`config.mk`:
```
export PLATFORM = sky130hd
export DESIGN_NAME = rv32_fetch_unit
export DESIGN_NICKNAME = d
export VERILOG_FILES = /design/src/rtl/rv32_fetch_unit.sv
export SDC_FILE = /design/constraint.sdc
export NUM_CORES = 1
export LEC_CHECK = 0
export ABC_CLOCK_PERIOD_IN_PS = 5200
export BUFFER_PORTS_ARGS = -buffer_cell sky130_fd_sc_hd__clkbuf_2
export CAP_MARGIN = 0
export CORE_ASPECT_RATIO = 0.6
export CORE_MARGIN = 5
export CORE_UTILIZATION = 56
export DETAILED_ROUTE_END_ITERATION = 8
export PLACE_DENSITY = 0.91
export SLEW_MARGIN = 0
export SYNTH_ARGS = -nofsm -noshare
export SYNTH_HDL_FRONTEND = slang
export SYNTH_SLANG_ARGS = --single-unit
```
`constraint.sdc`:
```
create_clock -name clk -period 5.2 [get_ports clk]
set_input_delay 0.52 -clock clk [delete_from_list [all_inputs] [get_ports clk]]
set_output_delay 0.52 -clock clk [all_outputs]
set_load 0.01 [all_outputs]
```
`src/rtl/rv32_fetch_unit.sv`:
```
// rv32_fetch_unit -- instruction-fetch front end.
//
// Owns the PC and fetches 32-bit words over a req/ack instruction-memory port.
// Each word is presented with its PC to decode over a valid/ready handshake. A
// controller redirect (i_pcsel/i_target) restarts the fetch stream at the target.
// If the bus never answers, the unit parks in a terminal error state.
//
// Parameters:
//   RESET_VECTOR  PC loaded at reset
//   NOP_INSTR     instruction driven while o_valid=0
//   ACK_TIMEOUT   cycles without i_imem_ack before o_bus_err (1..255)
//
// Ports:
//   clk, rst_n                 clock, synchronous active-low reset
//   o_imem_req/o_imem_addr     fetch request, held until ack; address stable meanwhile
//   i_imem_ack/i_imem_rdata    one-cycle completion strobe with read data
//   o_valid/i_ready            decode handshake for o_instruction/o_pc
//   i_pcsel/i_target           redirect request and target (bit 0 ignored)
//   o_bus_err                  sticky fetch-timeout flag
//   o_misaligned               sticky misaligned-redirect flag (FETCH_MISALIGN_TRAP_EN only)
//
// Configuration macro: FETCH_MISALIGN_TRAP_EN. When defined, a redirect with
// i_target[1]=1 traps into the error state instead of fetching a 2-byte aligned PC.

module rv32_fetch_unit #(
   parameter logic [31:0] RESET_VECTOR = 32'h0000_0000,
   parameter logic [31:0] NOP_INSTR    = 32'h0000_0013,
   parameter int unsigned ACK_TIMEOUT  = 255
) (
   input  logic        clk,
   input  logic        rst_n,
   output logic        o_imem_req,
   output logic [31:0] o_imem_addr,
   input  logic        i_imem_ack,
   input  logic [31:0] i_imem_rdata,
   output logic        o_valid,
   input  logic        i_ready,
   output logic [31:0] o_instruction,
   output logic [31:0] o_pc,
   input  logic        i_pcsel,
   input  logic [31:0] i_target,
`ifdef FETCH_MISALIGN_TRAP_EN
   output logic        o_misaligned,
`endif
   output logic        o_bus_err
);

   typedef enum logic [2:0] {
      StReq,
      StWait,
      StHold,
      StDrop,
      StErr
   } state_e;

   localparam logic [7:0] TimerLast = 8'(ACK_TIMEOUT - 1);

   state_e      state_q;
   logic [31:0] pc_q;
   logic [7:0]  timer_q;

   logic        trap;
   logic        redirect;
   logic        timeout;
   logic [31:0] redirect_pc;

`ifdef FETCH_MISALIGN_TRAP_EN
   assign trap = i_pcsel & i_target[1];
`else
   assign trap = 1'b0;
`endif

   // Bit 0 of the target is always dropped.
   logic unused_target_bit0;
   assign unused_target_bit0 = i_target[0];

   assign redirect    = i_pcsel & ~trap;
   assign redirect_pc = {i_target[31:1], 1'b0};
   assign timeout     = ((state_q == StWait) || (state_q == StDrop)) && !i_imem_ack &&
                        (timer_q == TimerLast);

   always_ff @(posedge clk) begin
      if (!rst_n) begin
         state_q       <= StReq;
         pc_q          <= RESET_VECTOR;
         timer_q       <= '0;
         o_imem_req    <= 1'b0;
         o_imem_addr   <= '0;
         o_valid       <= 1'b0;
         o_instruction <= NOP_INSTR;
         o_pc          <= '0;
         o_bus_err     <= 1'b0;
`ifdef FETCH_MISALIGN_TRAP_EN
         o_misaligned  <= 1'b0;
`endif
      end else begin
         // Timer only survives while a request is outstanding and unanswered.
         timer_q <= '0;

         unique case (state_q)
            StReq: begin
               if (redirect) begin
                  pc_q <= redirect_pc;
               end else begin
                  o_imem_req  <= 1'b1;
                  o_imem_addr <= pc_q;
                  state_q     <= StWait;
               end
            end

            StWait: begin
               if (redirect) begin
                  pc_q <= redirect_pc;
                  if (i_imem_ack) begin
                     // Word arrived for the old stream: drop it.
                     o_imem_req <= 1'b0;
                     state_q    <= StReq;
                  end else begin
                     // Bus transaction must still complete before refetching.
                     timer_q <= timer_q + 8'd1;
                     state_q <= StDrop;
                  end
               end else if (i_imem_ack) begin
                  o_imem_req    <= 1'b0;
                  o_instruction <= i_imem_rdata;
                  o_pc          <= pc_q;
                  o_valid       <= 1'b1;
                  pc_q          <= pc_q + 32'd4;
                  state_q       <= StHold;
               end else begin
                  timer_q <= timer_q + 8'd1;
               end
            end

            StHold: begin
               // A redirect overrides; a same-cycle i_ready is still an accept.
               if (redirect) begin
                  pc_q          <= redirect_pc;
                  o_valid       <= 1'b0;
                  o_instruction <= NOP_INSTR;
                  state_q       <= StReq;
               end else if (i_ready) begin
                  o_valid       <= 1'b0;
                  o_instruction <= NOP_INSTR;
                  state_q       <= StReq;
               end
            end

            StDrop: begin
               if (redirect) begin
                  pc_q <= redirect_pc;
               end
               if (i_imem_ack) begin
                  o_imem_req <= 1'b0;
                  state_q    <= StReq;
               end else begin
                  timer_q <= timer_q + 8'd1;
               end
            end

            StErr: begin
               // Terminal until reset.
            end

            default: begin
               state_q <= StReq;
            end
         endcase

         // Error entry overrides whatever the state logic chose above.
         if (timeout || (trap && (state_q != StErr))) begin
            state_q       <= StErr;
            timer_q       <= '0;
            o_imem_req    <= 1'b0;
            o_valid       <= 1'b0;
            o_instruction <= NOP_INSTR;
            if (timeout) begin
               o_bus_err <= 1'b1;
            end
`ifdef FETCH_MISALIGN_TRAP_EN
            if (trap) begin
               o_misaligned <= 1'b1;
            end
`endif
         end
      end
   end

endmodule

```
## Yosys cells after proc, flatten, opt, wreduce, memory -nomap -nowiden

Index checks and enable logic that the tools add are counted.

- Flip-flop bits (word level): 142
- Logic and storage cells: 79

- Bitwise operators: 4
- Multiplexer cells: 26
- Reductions and logical operators: 19
- $add $sub $neg: 2
- Eq/ne operators: 18

Operator list:

| operator | count |
|---|---|
| 32-bit 2-to-1 mux | 7 |
| 32-bit one-hot mux with 2 select lines | 2 |
| 32-bit by 3-bit adder with 32-bit output, second input constant | 1 |
| 3-bit 2-to-1 mux | 7 |
| 3-bit one-hot mux with 5 select lines | 1 |
| 3-bit != test, second input constant | 4 |
| 2-bit != test, second input constant | 5 |
| 5-bit AND reduction | 2 |
| 3-bit AND reduction | 3 |
| 8-bit by 1-bit adder with 8-bit output, second input constant | 1 |
| 8-bit == test, second input constant | 1 |
| 4-bit != test, second input constant | 2 |
| 3-bit by 2-bit == test with 1-bit output, second input constant | 2 |
| 1-bit 2-to-1 mux | 6 |
| 2-bit nonzero test | 3 |
| 2-bit by 1-bit != test with 1-bit output, second input constant | 2 |
| 1-bit NOT | 4 |
| 1-bit one-hot mux with 2 select lines | 2 |
| 4-bit AND reduction | 1 |
| 2-bit OR reduction | 2 |
| 4-bit OR reduction | 1 |
| 3-bit by 1-bit == test with 1-bit output, second input constant | 1 |
| 3-bit == test, second input constant | 1 |
| 3-bit zero test | 1 |
| 6 further kinds | 7 |

## Depth between registers and ports, before layout

- Depth after elaboration: 6
- Gate-level depth with buffers: 8
- Gate-level depth less buffers: 6

## Least setup slack after synthesis

Ideal clock, no wire load.

- Path kind: register to register
- From: register pc_q[2]
- To: register pc_q[26]
- Data arrival time: 1.693 ns
- Path slack: 3.432 ns
- Data required time: 5.126 ns
- Cell stages (with the launch flop): 7
- Cell sequence: dfxtp_1 ha_1 nand2_1 nor2_2 nand3_2 or4_1 a31oi_1

- Longest elaborated chain between the ends: 4

RTL lines:

| what | line | RTL |
|---|---|---|
| start: declaration | 59 | `logic [31:0] pc_q;` |
| start signal: assignment | 103 | `pc_q <= redirect_pc;` |
| start signal: assignment | 113 | `pc_q <= redirect_pc;` |
| start signal: assignment | 128 | `pc_q <= pc_q + 32'd4;` |
| 32-bit by 3-bit adder with 32-bit output | 128 |  |
| 32-bit 2-to-1 mux | 123 | `end else if (i_imem_ack) begin` |
| 32-bit 2-to-1 mux | 112 | `if (redirect) begin` |
| 32-bit one-hot mux with 2 select lines | 100 | `unique case (state_q)` |

No other way between the ends. The select of a mux whose other input is x is not followed.
A chain may end at the register's enable or synchronous reset.

## Worst setup path after layout

- From: register state_q[0]
- To: register o_pc[5]

- Longest elaborated chain between the ends: 2

RTL lines:

| what | line | RTL |
|---|---|---|
| start: declaration | 58 | `state_e state_q;` |
| start signal: assignment | 84 | `state_q <= StReq;` |
| start signal: assignment | 107 | `state_q <= StWait;` |
| start signal: assignment | 117 | `state_q <= StReq;` |
| 3-bit by 1-bit == test with 1-bit output | 100 |  |
| 3-bit AND reduction (no line) | -- |  |
| end signal: assignment | 126 | `o_pc <= pc_q;` |
| end: declaration | 39 | `output logic [31:0] o_pc,` |

No other way between the ends.

==> flow_summary.json <==
{
  "synth_cells": 727,
  "initial_utilization_pct": 58.4,
  "tightest_slew_ns": 0.999,
  "wl_um": 17800,
  "yosys.area_share.simple_pct": 25.3,
  "layout-drive-gt1-share_pct": 24.8,
  "synth-xor-area-share_pct": 0.895,
  "yosys-top-cells-area": "dfxtp_1 (47%), nand2_1 (9.8%), a21oi_1 (7.3%), a22oi_1 (4.6%), nor2_1 (4.2%)",
  "clk_path_buf_depth": 2,
  "synthTopCellsByCount": "nand2_1 (153), dfxtp_1 (139), a21oi_1 (86)",
  "yosysSeqAreaShare_pct": 47.4,
  "cts_inserted_buffers": 17,
  "antenna_left": 0,
  "grt_max_degree": 45,
  "postCtsSetupBuffers": 0,
  "antenna_found_initial": 0,
  "startpoint": "state_q[0]",
  "row_count": 28,
  "maxSlewViolCount": 0,
  "hp-class": "input port to flip-flop",
  "synthAdderAreaFrac_pct": 0.640,
  "diodes": 0,
  "yosysTopAreaCell": "dfxtp_1",
  "globalRouteTotalUtil_pct": 28.0,
  "synth-edff-count": 0,
  "tns_ns": 0,
  "dr.pass1.iters": 5,
  "endpoint": "o_pc[5]",
  "path_clk_slew_ns": 0.06,
  "area_delta_synth_final_pct": 24.2,
  "cts_tree": "yes",
  "power_density_nw_per_um2": 354,
  "rsz0062_at_grt": "no",
  "first_global_vias": 5485,
  "post_cts_resized": 0,
  "ys.flop_type": "dfxtp_1",
  "required_ns": 5.55,
  "fp.dieH_um": 89.3,
  "grt_overflow": 0,
  "cts.sinks": 139,
  "fin_util_pct": 72.5,
  "ir_drop_v": 0.000273,
  "root_buffer": "clkbuf_16",
  "outcome": "completed",
  "timing.rr.start": "state_q[0]",
  "final_cells": 1010,
  "yosysTopAreaCellShare_pct": 47.4,
  "syn_area_per_cell_um2": 8.07,
  "clock_latency_ns": 0.42,
  "synth_area_um2": 5870,
  "synthMuxAreaShare_pct": 0.554,
  "nNetsFinal": 934,
  "gp_congestion": 0.917,
  "io_buffers": 164,
  "postPlaceCellArea_um2": 6700,
  "period_needed_ns": 2.57,
  "start_kind": "flip-flop",
  "synth_top_family_by_area": "simple AND/OR/NAND/NOR gates",
  "synth_compound_gate_area_share_pct": 20.4,
  "maxCapViolCount": 0,
  "fin_crit_sh_pct": 49.4,
  "dp.cells": 978,
  "io_pins": 168,
  "die_w_um": 142,
  "synth_async_sr_flop_share_pct": 0,
  "drtIter0Drc": 802,
  "avgViaCountPerCell": 6.02,
  "grt_pass1_wl_um": 28100,
  "stdcell_area_um2": 7290,
  "rrSetupSlack_ns": 2.63,
  "hpwl_um": 12300,
  "path_class": "flip-flop to flip-flop",
  "p_leak_nw": 2.98,
  "drcViolationCount": 0,
  "ys_ff_latch": 139,
  "r2r_cells": 7,
  "ys_types": 65,
  "setup_violations": 0,
  "yosys_warnings": 0,
  "cp_max_fo": 39,
  "cts_hold_buf": 0,
  "cp.arrival_ns": 2.91,
  "coreArea_um2": 10100,
  "hold_violations": 0,
  "fmax_mhz": 389,
  "relSlewSlack_pct": 33.4,
  "die_area_um2": 12700,
  "h-tree-depth": 4,
  "wire_per_inst_um": 17.6,
  "yosysMostFrequentCell": "nand2_1",
  "critPathCaptureType": "flip-flop",
  "regToRegEndpoint": "o_pc[5]",
  "fin_skew_ns": 0.00979,
  "vias": 6078
}
cell usage in the layout, fill, tap and decap left out, drive strengths merged, types with 6 or more instances in the layout:
master,Yosys,final
o21ai,19,19
nand3,25,25
inv,6,6
nor3,8,8
and3,8,8
or3,8,8
buf,23,9
nor2,67,67
dfxtp,139,139
nor4,7,7
a22oi,36,36
clkbuf,35,189
a31oi,8,8
nand2,153,153
nand4,15,15
a21oi,86,86
critical path, cell delays in order, from the launching register on:
cell,delay (ns)
dfxtp_1,0.49
nor2b_1,0.24
o21ai_2,0.06
buf_4,0.27
nor2_4,0.62
buf_4,0.47
nand2_1,0.19
a21oi_1,0.15
worst min path at each step:
stage                           from                 to  cells after the start
floorplan                 timer_q[0]         timer_q[0]                      1
global placement            o_pc[30]           o_pc[30]                      2
detailed placement           o_pc[5]            o_pc[5]                      2
CTS                 i_imem_rdata[16]  o_instruction[16]                      3
global route             i_target[1]            pc_q[1]                      3
finish              i_imem_rdata[16]  o_instruction[16]                      3
power by group:
part / switching [W] / internal, W
sequential: 0.0000550 / 0.00110
combinational: 0.000133 / 0.0000811
clock: 0.000432 / 0.000778
total: 0.000620 / 0.00196
state kept, by name, indices dropped and copies added (netlist names):
| signal | flops |
|---|---|
| o_bus_err | 1 |
| o_imem_addr | 31 |
| o_imem_req | 1 |
| o_instruction | 32 |
| o_pc | 31 |
| o_valid | 1 |
| pc_q | 31 |
| state_q | 3 |
| timer_q | 8 |
per-stage QoR:
step / hold WS [ns] / setup slack, ns / total power, W
5_1_grt: 0.340 / 2.39 / 0.00267
6_report: 0.340 / 2.63 / 0.00258
3_3_place_gp: 0.443 / 2.46 / 0.00138
4_1_cts: 0.331 / 2.68 / 0.00258
2_1_floorplan: 0.437 / 3.43 / 0.00130
3_5_place_dp: 0.447 / 2.43 / 0.00139
layout make-up:
type                    instances  area (µm²)
well taps                     135         169
fillers                       752        2770
clock buffers                  25         475
repair buffers                173         888
flip-flops and latches        139        2780
multi-input cells             524        2830
inverters                       7        26.3
clock inverters                 7         114
kinds of logic (layout without fill, tap and decap cells):
family	Yosys count	count (layout)
AO/OA/AOI/OAI	193	193
XOR/XNOR	6	6
adder cells (fa/ha/maj)	3	3
buffers and inverters	65	212
flip-flops	139	139
multiplexers	3	3
other	1	2
AND/OR/NAND/NOR	317	317
per-layer routing:
layer | global-route usage (%) | vias to the layer above | part of all wire (%)
li1 | - | 2824 | -
met1 | 39.8 | 2807 | 42
met2 | 39.1 | 388 | 42
met3 | 8.87 | 59 | 13
met4 | 12.3 | 0 | 2.8
met5 | 0 | - | 0
No activity file was read; power rests on OpenSTA's default activity.
